File: config.mk
export PLATFORM = sky130hd
export DESIGN_NAME = pipeline_controller_flat
export DESIGN_NICKNAME = d
export VERILOG_FILES = /design/src/rtl/pipeline_controller_if.sv /design/src/rtl/pipeline_controller.sv /design/src/flat_wrapper.sv
export SDC_FILE = /design/constraint.sdc
export NUM_CORES = 1
export LEC_CHECK = 0
export BUFFER_PORTS_ARGS = -buffer_cell sky130_fd_sc_hd__buf_2
export CAP_MARGIN = 5
export CORE_MARGIN = 10
export CORE_UTILIZATION = 37
export CTS_BUF_LIST = sky130_fd_sc_hd__clkbuf_8
export DETAILED_ROUTE_END_ITERATION = 7
export PLACE_DENSITY = 0.57
export SKIP_LAST_GASP = 1
export SYNTH_ARGS = -nofsm -noshare
export SYNTH_HDL_FRONTEND = slang
export SYNTH_SLANG_ARGS = --single-unit
File: constraint.sdc
create_clock -name clk -period 4.8 [get_ports clk]
set_input_delay 0.96 -clock clk [delete_from_list [all_inputs] [get_ports clk]]
set_output_delay 0.96 -clock clk [all_outputs]
set_load 0.03 [all_outputs]
File: src/rtl/pipeline_controller_if.sv
// pipeline_controller_if: hazard/branch/memory controls into the sequencer and its stall/flush outputs
interface pipeline_controller_if #(parameter int CNT_W = 16);
    logic             hazard;
    logic             branch_taken;
    logic             mem_req;
    logic             cnt_clr;
    logic             if_freeze;
    logic             if_branch_taken;
    logic             id_bubble;
    logic             flush;
    logic             freeze_all;
    logic             mem_en;
    logic             mem_ready;
    logic [CNT_W-1:0] stall_count;
    logic [CNT_W-1:0] flush_count;
    modport master (
        output hazard, branch_taken, mem_req, cnt_clr,
        input  if_freeze, if_branch_taken, id_bubble, flush, freeze_all,
               mem_en, mem_ready, stall_count, flush_count
    );
    modport slave (
        input  hazard, branch_taken, mem_req, cnt_clr,
        output if_freeze, if_branch_taken, id_bubble, flush, freeze_all,
               mem_en, mem_ready, stall_count, flush_count
    );
endinterface

File: src/rtl/pipeline_controller.sv
// pipeline_controller: stall/flush sequencer with memory-wait freeze and saturating perf counters
module pipeline_controller #(
    parameter int MEM_WAIT = 4,
    parameter int CNT_W    = 16
) (
    input logic                 clk,
    input logic                 rst,
    pipeline_controller_if.slave bus
);
    typedef enum logic [1:0] {S_IDLE, S_WAIT, S_DONE} state_t;
    state_t           state;
    logic [7:0]       wcnt;
    logic             ready_q;
    logic [CNT_W-1:0] stall_q;
    logic [CNT_W-1:0] flush_q;
    logic             fz;
    logic             if_fz;
    logic             fl;
    // Freeze covers the request cycle in IDLE plus every wait cycle; a branch is deferred while frozen
    always_comb begin
        fz    = (state == S_WAIT) | ((state == S_IDLE) & bus.mem_req);
        if_fz = fz | (bus.hazard & ~bus.branch_taken);
        fl    = bus.branch_taken & ~fz;
    end
    assign bus.freeze_all      = fz;
    assign bus.mem_en          = fz;
    assign bus.if_freeze       = if_fz;
    assign bus.if_branch_taken = fl;
    assign bus.flush           = fl;
    assign bus.id_bubble       = bus.hazard & ~bus.branch_taken & ~fz;
    assign bus.mem_ready       = ready_q;
    assign bus.stall_count     = stall_q;
    assign bus.flush_count     = flush_q;
    // Access sequencer; mem_ready is registered alongside the entry into S_DONE
    always_ff @(posedge clk or negedge rst) begin
        if (!rst) begin
            state   <= S_IDLE;
            wcnt    <= '0;
            ready_q <= 1'b0;
        end else begin
            ready_q <= 1'b0;
            case (state)
                S_IDLE: if (bus.mem_req) begin
                    wcnt  <= 8'(MEM_WAIT - 1);
                    state <= S_WAIT;
                end
                S_WAIT: if (wcnt == 8'd0) begin
                    state   <= S_DONE;
                    ready_q <= 1'b1;
                end else begin
                    wcnt <= wcnt - 8'd1;
                end
                default: state <= S_IDLE;
            endcase
        end
    end
    // Saturating counters; clear wins over increment
    always_ff @(posedge clk or negedge rst) begin
        if (!rst) begin
            stall_q <= '0;
            flush_q <= '0;
        end else if (bus.cnt_clr) begin
            stall_q <= '0;
            flush_q <= '0;
        end else begin
            if (if_fz && !(&stall_q)) stall_q <= stall_q + 1'b1;
            if (fl && !(&flush_q)) flush_q <= flush_q + 1'b1;
        end
    end
endmodule
File: src/flat_wrapper.sv
// flat-port wrapper written by rule: the top's interface ports become plain ports
module pipeline_controller_flat 
#(
    parameter int MEM_WAIT = 4,
    parameter int CNT_W    = 16
)
  (clk, rst, bus_hazard, bus_branch_taken, bus_mem_req, bus_cnt_clr, bus_if_freeze, bus_if_branch_taken, bus_id_bubble, bus_flush, bus_freeze_all, bus_mem_en, bus_mem_ready, bus_stall_count, bus_flush_count);
  pipeline_controller_if #(.CNT_W(CNT_W)) bus_i ();
  input logic clk;
  input logic rst;
  input wire logic [$bits(bus_i.hazard)-1:0] bus_hazard;
  input wire logic [$bits(bus_i.branch_taken)-1:0] bus_branch_taken;
  input wire logic [$bits(bus_i.mem_req)-1:0] bus_mem_req;
  input wire logic [$bits(bus_i.cnt_clr)-1:0] bus_cnt_clr;
  output wire logic [$bits(bus_i.if_freeze)-1:0] bus_if_freeze;
  output wire logic [$bits(bus_i.if_branch_taken)-1:0] bus_if_branch_taken;
  output wire logic [$bits(bus_i.id_bubble)-1:0] bus_id_bubble;
  output wire logic [$bits(bus_i.flush)-1:0] bus_flush;
  output wire logic [$bits(bus_i.freeze_all)-1:0] bus_freeze_all;
  output wire logic [$bits(bus_i.mem_en)-1:0] bus_mem_en;
  output wire logic [$bits(bus_i.mem_ready)-1:0] bus_mem_ready;
  output wire logic [$bits(bus_i.stall_count)-1:0] bus_stall_count;
  output wire logic [$bits(bus_i.flush_count)-1:0] bus_flush_count;
  assign bus_i.hazard = bus_hazard;
  assign bus_i.branch_taken = bus_branch_taken;
  assign bus_i.mem_req = bus_mem_req;
  assign bus_i.cnt_clr = bus_cnt_clr;
  assign bus_if_freeze = bus_i.if_freeze;
  assign bus_if_branch_taken = bus_i.if_branch_taken;
  assign bus_id_bubble = bus_i.id_bubble;
  assign bus_flush = bus_i.flush;
  assign bus_freeze_all = bus_i.freeze_all;
  assign bus_mem_en = bus_i.mem_en;
  assign bus_mem_ready = bus_i.mem_ready;
  assign bus_stall_count = bus_i.stall_count;
  assign bus_flush_count = bus_i.flush_count;
  pipeline_controller #(.MEM_WAIT(MEM_WAIT), .CNT_W(CNT_W)) u_core (.clk(clk), .rst(rst), .bus(bus_i));
endmodule
==> summary.md <==
| Metric | Value |
|---|---|
| Initial DRC count | 90 |
| Minimum clock period | 3240 ps |
| Post-CTS Setup Inserts | 0 |
| Row cnt | 30 |
| Fin area | 2960 um2 |
| Die W | 103 um |
| Hold_buf cts | 0 |
| Critical Path RT | 3840 ps |
| Seq pwr share | 0.404 |
| Sw Pwr | 0.394 mW |
| Final setup fails | 0 |
| Clock tree buffer depth | 2 |
| Synth warnings | 0 |
| Logic gate share of total power | 0.300 |
| Drt drc | 0 |
| Synth Net Count | 278 |
| Crit share post-route | 0.675 |
| DR vias | 2231 |
| Syn Inst Count | 268 |
| Worst slew pin tran | 1000 ps |
| Internal | 0.734 mW |
| Via-to-Cell Ratio | 5.72 |
| Peak supply drop | 0.227 mV |
| Power Dens Cells | 381 nW/um2 |
| RSZ-0062 raised after global routing | no |
| Number of inserted diodes | 0 |
| Synthesis-to-layout area growth | 15.8% |
| Reg2Reg Depth | 6 |
| Synth area leader | dfrtp_1 |
| Crit. path cell count | 6 |
| First-pass GRT wire length | 10.3 mm |
| Clock Power Share | 0.296 |
| Top cells by area, synth | dfrtp_1 (42%), a21oi_1 (4.7%), nor2_1 (3.5%) |
| CTS tree | yes |
| Leak | 1.31 nW |
| Starting density of the core | 0.379 |
| Skew final | 8.57 ps |
| Arr. time, crit path | 2280 ps |
| WP buf/inv | 4 |
| Root Buffer | clkbuf_8 |
| Max-cap violation count | 0 |
| Sw frac | 0.349 |
| Drt first pass iters | 4 |
| Fin. Hold Viols | 0 |
| Crit-path max FO | 20 |
| Core ar. | 6760 um2 |
| Worst hold path class | reg2reg |
| Yosys cell types | 57 |
| Worst path max stage delay | 540 ps |
| Top cell type's share of synthesized area | 0.421 |
| DIE AREA | 10600 um2 |
| Crit path cell chain | buf_2, o21bai_4, inv_4, nor2_2, inv_1, buf_2 |
| DR WL/cell | 16.0 um |
| Mapped Area | 2560 um2 |
| Final WL | 6.23 mm |
| I/O pins | 45 |
| Post-CTS Resized | 0 |
| Asr flop ratio synth | 1.00 |
| Crit path max-delay family | buffers and inverters |
| ANT nets after route | 0 |
| Setup total negative slack | 0 ps |
| Final core occ | 0.439 |
| Nets | 319 |
| Status | completed |
| Crit start category | input port |
| Top cell by count, worst path | buf_2 |
| HPWL after detailed placement | 4.48 mm |
| Gpl congestion | 0.775 |
| Sequential share of the synthesized area | 0.421 |
| Fillers | 682 |
| Post-synth top flop | dfrtp_1 |
| Hold Path Stages | 1 |
| Clock Sinks | 43 |
| CTS buffer count | 5 |
| Skew-Pair Late Insertion Delay | 290 ps |
| Post-synth EDFFs | 0 |
| Worst setup EP type | primary output |
| Port Buffer Count | 44 |
| Slew Viols, Final | 0 |
| Fraction of layout cells with a size suffix above 1 | 0.242 |
| Flops & latches, synth | 43 |
| H-tree depth | 2 |
| Global route overflow | 0 |
| Slowest CP cell | nor2_2 |
| Vias in the first global route | 2068 |
| Post-DP Area | 2830 um2 |
| Worst-path clk slew | 80 ps |
| Slew headroom | 0.331 |
| Initial antenna violation count | 0 |
| GRT Total Usage | 0.121 |
| Syn_area_per_cell | 9.55 um2 |
| Max Clk Rate | 309 MHz |
| Height of the chip | 103 um |
| Largest net degree at the start of global routing | 44 |
| Crit Path Class | in2out |
area by class of cell:
type                    instances  area [um2]  share of cell area
flip-flops and latches         43        1080               0.363
multi-input cells             202        1380               0.464
clock buffers                   5        68.8              0.0232
well taps                      80         100              0.0338
inverters                      11        43.8              0.0148
repair buffers                 46         235              0.0794
clock inverters                 3        63.8              0.0215
through the flow:
| step | setup WS, ps | instances | hold WS [ps] | power [mW] |
|---|---|---|---|---|
| detailed placement | 1570 | 382 | 516 | 0.805 |
| CTS | 1560 | 390 | 525 | 1.14 |
| global route | 1410 | 390 | 555 | 1.20 |
| global placement | 1590 | 382 | 512 | 0.798 |
| floorplan | 1950 | 268 | 477 | 0.726 |
| finish | 1560 | 390 | 529 | 1.13 |
kinds of logic after synthesis:
family	share of synthesized area
multiplexers	0.0479
adder cells (fa/ha/maj)	0.0196
buffers and inverters	0.0445
flip-flops	0.421
AO/OA/AOI/OAI	0.158
AND/OR/NAND/NOR	0.296
XOR/XNOR	0.0137
cell usage after synthesis, drive strengths merged, types with 2 or more instances:
cell type and instances:
nand4 11, o21ai 6, nor3 8, and4 5, o31ai 12, nor4 7
a21oi 24, nand3 10, inv 11, buf 6, o311ai 3, nor2b 9
nor2 25, a211oi 4, or4 13, or3 4, ha 4, dfrtp 43
nand2b 2, xor2 3, clkbuf 6, nand2 11, and3 7, o41ai 2
nor3b 3, mux2 10, and2 5
cell usage in the layout (no fill, tap or decap), drive strengths merged, types with 7 or more instances in the layout:
cell type	n
and3	7
buf	46
o31ai	12
nor2	25
dfrtp	43
nand3	10
nand2	11
nor2b	9
a21oi	24
nand4	11
inv	12
mux2	10
nor4	7
nor3	8
or4	13
worst paths after layout:
kind	slack, ps	start	end
max reg2reg	2610	u_core.bus.stall_count[0]	u_core.bus.stall_count[9]
min	530	u_core.wcnt[0]	u_core.wcnt[0]
max in group asynchronous	3340	rst	u_core.bus.stall_count[2]
min reg2reg	530	u_core.wcnt[0]	u_core.wcnt[0]
min in group asynchronous	840	rst	u_core.wcnt[4]
max	1560	bus_mem_req	bus_if_freeze
routing by layer:
layer	vias up	share of wire	global-route usage
li1	1097	-	-
met1	1096	0.48	0.162
met2	34	0.46	0.185
met3	4	0.051	0.0342
met4	0	0.0071	0.0321
met5	-	0	0
power by group through the flow:
stage                     Sequential [mW]  Combinational (mW)  Clock [mW]
after floorplan                     0.471               0.255           0
after global placement              0.461               0.338           0
after detailed placement            0.462               0.343           0
after CTS                           0.455               0.344       0.344
after global routing                0.466               0.378       0.359
final                               0.456               0.338       0.334
registers in the layout, indices dropped and copies added, names as in the netlist:
register	count
u_core.bus.stall_count	16
u_core.state	2
u_core.bus.flush_count	16
u_core.wcnt	8
u_core.bus.mem_ready	1
No activity file was read; power rests on OpenSTA's default activity.
